[config.mk]
export PLATFORM = sky130hd
export DESIGN_NAME = seq_monitor
export DESIGN_NICKNAME = d
export VERILOG_FILES = /design/src/rtl/seq_monitor.sv
export SDC_FILE = /design/constraint.sdc
export NUM_CORES = 1
export LEC_CHECK = 0
export CAP_MARGIN = 20
export CORE_MARGIN = 5
export CORE_UTILIZATION = 45
export CTS_BUF_LIST = sky130_fd_sc_hd__clkbuf_16
export DETAILED_ROUTE_END_ITERATION = 8
export PLACE_DENSITY_LB_ADDON = 0.25
export SLEW_MARGIN = 15
export SYNTH_ARGS = -nofsm -noshare
export SYNTH_HDL_FRONTEND = slang
export SYNTH_SLANG_ARGS = --single-unit
[constraint.sdc]
create_clock -name ck -period 13.1 [get_ports ck]
set_input_delay 1.965 -clock ck [delete_from_list [all_inputs] [get_ports ck]]
set_output_delay 1.965 -clock ck [all_outputs]
set_load 0.01 [all_outputs]
[src/rtl/seq_monitor.sv]
// -----------------------------------------------------------------------------
// seq_monitor
//
// Passive observer for the sequence controller. It registers the controller's
// one-hot phase vector and group flags, encodes the active phase, pulses on
// every phase change, and keeps per-phase dwell and total transition counts.
// It also flags multi-hot phase patterns, group-flag inconsistencies and
// phases that are held for too long. It never drives the controller.
//
// Parameters
//   DWELL_W : width of the dwell counter (saturating)
//   CNT_W   : width of the transition counter (saturating)
//   TIMEOUT : dwell cycles in one valid phase before stall asserts,
//             legal range 1 .. 2**DWELL_W-1
//
// Ports
//   ck      in   clock, rising edge
//   rs      in   asynchronous active-low reset
//   p       in   [0:6] phase vector from the controller
//   c1      in   group flag, expected p[1]|p[5]|p[6]
//   c2      in   group flag, expected p[0]|p[2]|p[4]
//   clr     in   synchronous clear of statistics and sticky flags
//   state   out  encoded phase 0..6, 7 = idle or invalid
//   valid   out  state holds a legal single phase
//   chg     out  one-cycle pulse when the encoded phase changes
//   dwell   out  cycles spent in the current code
//   trans   out  code changes since reset or clr
//   err     out  sticky, multi-hot p seen
//   grp_err out  sticky, c1/c2 inconsistent with p
//   stall   out  level, valid and dwell >= TIMEOUT
// -----------------------------------------------------------------------------
module seq_monitor #(
   parameter int DWELL_W = 8,
   parameter int CNT_W   = 8,
   parameter int TIMEOUT = 200
) (
   input  logic               ck,
   input  logic               rs,
   input  logic [0:6]         p,
   input  logic               c1,
   input  logic               c2,
   input  logic               clr,
   output logic [2:0]         state,
   output logic               valid,
   output logic               chg,
   output logic [DWELL_W-1:0] dwell,
   output logic [CNT_W-1:0]   trans,
   output logic               err,
   output logic               grp_err,
   output logic               stall
);

   // Refuse to elaborate with a threshold the dwell counter can never reach.
   if ((TIMEOUT < 1) || (TIMEOUT > ((2 ** DWELL_W) - 1))) begin : g_bad_timeout
      $error("seq_monitor: TIMEOUT out of range 1..2**DWELL_W-1");
   end

   localparam logic [2:0]         CODE_IDLE = 3'd7;
   localparam logic [DWELL_W-1:0] DWELL_MAX = '1;
   localparam logic [DWELL_W-1:0] DWELL_ONE = {{(DWELL_W-1){1'b0}}, 1'b1};
   localparam logic [CNT_W-1:0]   CNT_MAX   = '1;
   localparam logic [CNT_W-1:0]   CNT_ONE   = {{(CNT_W-1){1'b0}}, 1'b1};
   localparam logic [DWELL_W-1:0] TIMEOUT_V = DWELL_W'(TIMEOUT);

   // Stage 1 registers
   logic [0:6]         r_p;
   logic               r_c1;
   logic               r_c2;

   // Stage 2 registers; r_state doubles as the previous code for chg
   logic [2:0]         r_state;
   logic               r_valid;
   logic               r_chg;
   logic [DWELL_W-1:0] r_dwell;
   logic [CNT_W-1:0]   r_trans;
   logic               r_err;
   logic               r_grp_err;

   // Decode results
   logic [2:0]         w_code;
   logic [2:0]         w_count;
   logic               w_one;
   logic               w_multi;
   logic [2:0]         w_next_code;
   logic               w_chg;
   logic               w_grp_bad;

   // Input capture stage: no input reaches an output combinationally.
   always_ff @(posedge ck or negedge rs) begin
      if (!rs) begin
         r_p  <= 7'b0000000;
         r_c1 <= 1'b0;
         r_c2 <= 1'b0;
      end else begin
         r_p  <= p;
         r_c1 <= c1;
         r_c2 <= c2;
      end
   end

   // Population count and index of the set bit of the registered phase vector.
   always_comb begin
      w_code  = CODE_IDLE;
      w_count = 3'd0;
      for (int i = 0; i < 7; i++) begin
         if (r_p[i]) begin
            w_code  = 3'(i);
            w_count = w_count + 3'd1;
         end else begin
            w_count = w_count;
         end
      end
   end

   assign w_one       = (w_count == 3'd1);
   assign w_multi     = (w_count > 3'd1);
   // Idle and multi-hot both encode as 7, so multi-hot after idle is no change.
   assign w_next_code = w_one ? w_code : CODE_IDLE;
   assign w_chg       = (w_next_code != r_state);
   assign w_grp_bad   = (r_c1 != (r_p[1] | r_p[5] | r_p[6])) ||
                        (r_c2 != (r_p[0] | r_p[2] | r_p[4]));

   // Decode, change detect, statistics and sticky flags; clr wins over events.
   always_ff @(posedge ck or negedge rs) begin
      if (!rs) begin
         r_state   <= CODE_IDLE;
         r_valid   <= 1'b0;
         r_chg     <= 1'b0;
         r_dwell   <= '0;
         r_trans   <= '0;
         r_err     <= 1'b0;
         r_grp_err <= 1'b0;
      end else begin
         r_state <= w_next_code;
         r_valid <= w_one;
         r_chg   <= w_chg;
         if (clr) begin
            r_dwell   <= '0;
            r_trans   <= '0;
            r_err     <= 1'b0;
            r_grp_err <= 1'b0;
         end else begin
            if (w_chg) begin
               r_dwell <= '0;
            end else if (r_dwell != DWELL_MAX) begin
               r_dwell <= r_dwell + DWELL_ONE;
            end
            if (w_chg && (r_trans != CNT_MAX)) begin
               r_trans <= r_trans + CNT_ONE;
            end
            if (w_multi) begin
               r_err <= 1'b1;
            end
            if (w_grp_bad) begin
               r_grp_err <= 1'b1;
            end
         end
      end
   end

   assign state   = r_state;
   assign valid   = r_valid;
   assign chg     = r_chg;
   assign dwell   = r_dwell;
   assign trans   = r_trans;
   assign err     = r_err;
   assign grp_err = r_grp_err;
   // Derived only from registered outputs, so it tracks dwell in the same cycle.
   assign stall   = r_valid && (r_dwell >= TIMEOUT_V);

endmodule
; ---- Word level (Yosys, flattened, before mapping)
; Index checks and enable logic that the tools add are counted.
[word_totals]
out_inout_bits = 24
wordCells = 61
ff_bits = 32
inputBits = 12
[op_classes]
n_lt_le_gt_ge = 2
muxes = 24
bitwise_logic = 4
add_sub_neg = 8
n_eq_ne = 6
n_reduce_logical = 7
[ops]
columns = op, count
row1 = 3-bit 2-to-1 mux, 14
row2 = 8-bit 2-to-1 mux, 5
row3 = 3-bit by 1-bit adder with 3-bit output (second input constant), 6
row4 = 8-bit by 1-bit adder with 8-bit output (second input constant), 2
row5 = 8-bit != test (second input constant), 2
row6 = 8-bit >= comparator (second input constant), 1
row7 = 2-bit nonzero test, 3
row8 = 1-bit 2-to-1 mux, 5
row9 = 1-bit OR, 4
row10 = 3-bit by 1-bit == test with 1-bit output (second input constant), 1
row11 = 3-bit by 1-bit > comparator with 1-bit output (second input constant), 1
row12 = 3-bit != test, 1
row13 = 3-bit nonzero test, 1
row14 = 1-bit logical AND, 2
row15 = 1-bit != test, 2
row16 = 1-bit logical OR, 1

; ---- Logic depth before layout (Yosys ltp)
[depth]
ltp_word = 19
mapped_depth = 20
ltp_nobuf = 20

; ---- Worst setup path after synthesis
; OpenSTA, ideal clock, no wires.
[synth_path]
path_kind = register -> register
start = reg r_p[1] in the netlist's numbering
end = reg r_trans[6], in the netlist trans[6]
arrival_time_ns = 4.146
slack_ns = 8.829
setup_ns = 0.125
path_stages_with_launch = 19
n_path_buf = 1
required_time_ns = 12.975
path_cell_list = dfrtp_1 inv_1 ha_1 buf_6 xnor2_1 inv_1 ha_1 xor2_1 a21oi_1 xor2_1 mux2_2 ha_1 nand2_1 xnor3_1 xnor2_1 o21a_1 o211ai_4 a2111oi_2 mux2_4
[synth_via]
elab_chain_cells = 16
elab_cells_between_ends = 22
classes_between = add/sub (5) / eq/ne (2) / mux (13) / reduce/logical (2)
[synth_lines]
columns = item, line_no
row1 = start: declaration, 66  ; logic [0:6] r_p;
row2 = start signal: assignment, 95  ; r_p <= p;
row3 = 3-bit 2-to-1 mux, 106  ; if (r_p[i]) begin
row4 = 3-bit by 1-bit adder with 3-bit output, 108  ; w_count = w_count + 3'd1;
row5 = 3-bit 2-to-1 mux, 106
row6 = 3-bit by 1-bit adder with 3-bit output, 108
row7 = 3-bit 2-to-1 mux, 106
row8 = 3-bit by 1-bit adder with 3-bit output, 108
row9 = 3-bit 2-to-1 mux, 106
row10 = 3-bit by 1-bit adder with 3-bit output, 108
row11 = 3-bit 2-to-1 mux, 106
row12 = 3-bit by 1-bit adder with 3-bit output, 108
row13 = 3-bit 2-to-1 mux, 106
row14 = 3-bit by 1-bit == test with 1-bit output, 115  ; assign w_one = (w_count == 3'd1);
row15 = 3-bit 2-to-1 mux *, 118  ; assign w_next_code = w_one ? w_code : CODE_IDLE;
row16 = 3-bit != test *, 119  ; assign w_chg = (w_next_code != r_state);
row17 = 1-bit logical AND *, 148  ; if (w_chg && (r_trans != CNT_MAX)) begin
row18 = 2-bit nonzero test (no line) *, --
row19 = end signal: assignment, 149  ; r_trans <= r_trans + CNT_ONE;
row20 = end: declaration, 75  ; logic [CNT_W-1:0] r_trans;
; Mark *: on every way between the ends. The rest lies on a longest branch, timed or not.
; A chain may end at the register's enable or synchronous reset.

; ---- Final worst setup path
; Same ends and word-level chain as after synthesis.

==> results.md <==
* Layout Area Growth over Synthesis at 24.1%
* Most frequent cell after synthesis: dfrtp_1
* Die W at 80.3 um
* Flops & latches, synth at 32
* Num ports at 36
* Skew-Pair Late Insertion Delay at 270 ps
* Top post-synthesis cells by area: dfrtp_1 (33%), ha_1 (6.8%), nor2_1 (4.4%)
* Sequential fraction of the synthesis area at 36.2%
* Antenna violations before repair at 0
* Clk slew on worst S/H paths at 50 ps
* PD cells at 126 mW/mm^2
* Kind of critical path: flip-flop to flip-flop
* TritonCTS clock tree: yes
* Highest Clock Rate at 0.219 GHz
* Fin crit period at 4570 ps
* Die Y at 80.3 um
* Share of the synthesized area in the top cell type at 32.6%
* Fin nets at 290
* Tcrit/Tclk final at 34.9%
* CP max FO at 7
* # DRC at 0
* R2R Path Start: r_p[1]
* GR peak layer: met2
* DR vias at 1747
* CTS Buffer Depth at 2
* Postcts setup bufs at 0
* Syn Nets at 256
* Final Hold Viols at 0
* Root buffer cell: clkbuf_16
* Dpl hpwl at 3370 um
* Hold path startpoint: err
* Port Buffer Count at 35
* First-pass GRT wire length at 8140 um
* Drt initial violations at 91
* Final GP Congestion at 0.874
* Post-CTS Resized at 0
* Critical Path AT at 4730 ps
* Synth cell count leaders: dfrtp_1 (29), nor2_1 (26), inv_1 (18)
* Overall Power at 0.347 mW
* Vias in the first global route at 1745
* Met3 usage at 2.91%
* Run status: finished, final reports clean
* Setup crit start: r_p[1]
* Yosys cell types at 52
* First drt pass iteration count at 4
* Final setup fails at 0
* Worst hold path class: flip-flop to flip-flop
* Hold buffer count at cts at 0
* Max Cap Viol at 0
* H-tree depth at 2
* Synthesized area at 0.00222 mm^2
* Cell count after synthesis at 232
* WL/cell at 13.7 um
* All-layer global routing usage at 15.9%
* Initial core utilization at 46.8%
* Post-synth EDFFs at 0
* Critical Path RT at 13250 ps
* CORE AREA at 0.00475 mm^2
* Slew Viols, Final at 0
* Yosys top cell by area: dfrtp_1
* ANT cells at 0
* Die area at 0.00645 mm^2
* Final Skew at 2.44 ps
* Crit. End Element: flip-flop
* Worst-Margin Slew at 927 ps
* Final TNS setup at 0 ps
* Antenna Nets Post-Route at 0
* Lkg Pwr at 1.15 nW
* Grt ovf at 0
* Sink Count at 32
* RSZ-0062 raised after global routing: false
* Drt total wl at 4560 um
* Peak VDD IR at 0.0932 mV
* Yosys warnings at 0
* Relative slew slack at 38.0%
* Post-synth ARST share at 100%
* Syn avg cell area at 9.58 um^2
* Layout cells sized above 1 at 10.5%
* Ys flop type: dfrtp_1
* Largest net degree at the start of global routing at 33
* Critical path startpoint category: flip-flop
* Grt met2 use at 25.8%
* DR vias/cell at 5.23
* Row count at 25
* Grt met1 use at 21.9%
* TritonCTS buffer count at 5
==> metal layers <==
layer / vias up / routed length [um]
li1: 890 / -
met1: 829 / 2200
met2: 24 / 2200
met3: 4 / 127
met4: 0 / 35
met5: - / 0
==> cells in the final DEF, fill, tap and decap left out, drive strengths merged, types with 7 or more instances in the layout <==
cell and n:
a21oi 7, xnor2 10, ha 12, clkdlybuf4s50 35
nor2 26, nor3 14, inv 18, nand3 11
nand2 15, dfrtp 29, mux2 8
==> per-stage QoR <==
stage / area (um^2) / cells / hold WS [ps] / worst slack (ps) / util, %
after floorplan: 2220 / 232 / 535 / 8830 / -
after global placement: 2620 / 326 / 489 / 8660 / 55.1
after detailed placement: 2620 / 326 / 492 / 8550 / 55.1
after CTS: 2760 / 334 / 503 / 8520 / 58.1
after global routing: 2760 / 334 / 535 / 8120 / 58.1
final: 2760 / 334 / 497 / 8530 / 58.1
==> power by group <==
group          total (mW)  switching (mW)  internal, mW  leakage [nW]
clock network       0.108          0.0388        0.0688        0.0710
logic               0.115          0.0604        0.0542         0.672
registers           0.124          0.0143         0.110         0.408
==> registers in the layout (all words and copies together), names as in the netlist <==
signal   flops
chg          1
dwell        8
err          1
grp_err      1
r_c1         1
r_c2         1
r_p          7
state        3
trans        8
valid        1
==> critical path, cell delays in order (launching register included) <==
cell	delay (ps)
dfrtp_1	390
inv_1	90
ha_1	400
xnor2_1	350
inv_1	80
ha_1	310
xor2_1	150
a21oi_1	180
xor2_1	230
mux2_2	190
ha_1	140
nand2_1	60
xnor3_1	400
xnor2_1	260
o21a_1	290
o211ai_4	170
a2111oi_2	430
mux2_4	330
==> logic make-up (layout without fill, tap and decap cells) <==
group           count (synthesis)  in the layout  synth area share (%)
compound gates                 35             35                  14.5
fa+ha+maj                      12             12                  6.75
buf+inv                        27             62                  5.01
xor+xnor                       17             17                  7.99
mux                            12             12                  6.19
simple gates                   97             97                  23.4
flops                          32             32                  36.2
==> path summary, 6_finish.rpt <==
| path | endpoint | slack [ps] | cells past startpoint |
|---|---|---|---|
| hold reg to reg | err | 500 | 2 |
| hold / removal | err | 500 | 2 |
| min in group asynchronous | trans[0] | 2090 | 2 |
| setup / recovery | trans[6] | 8530 | 17 |
| setup reg to reg | trans[6] | 8530 | 17 |
| max in group asynchronous | state[1] | 10690 | 2 |
==> cell type report <==
cell class,count,area [um^2]
fill,427,1990
multi-input combinational,173,1310
sequential,32,805
timing repair buffer,36,358
clock buffer,5,125
tap,67,83.8
inverter,18,67.6
clock inverter,3,13.8
(Power assumes the default switching activity.)
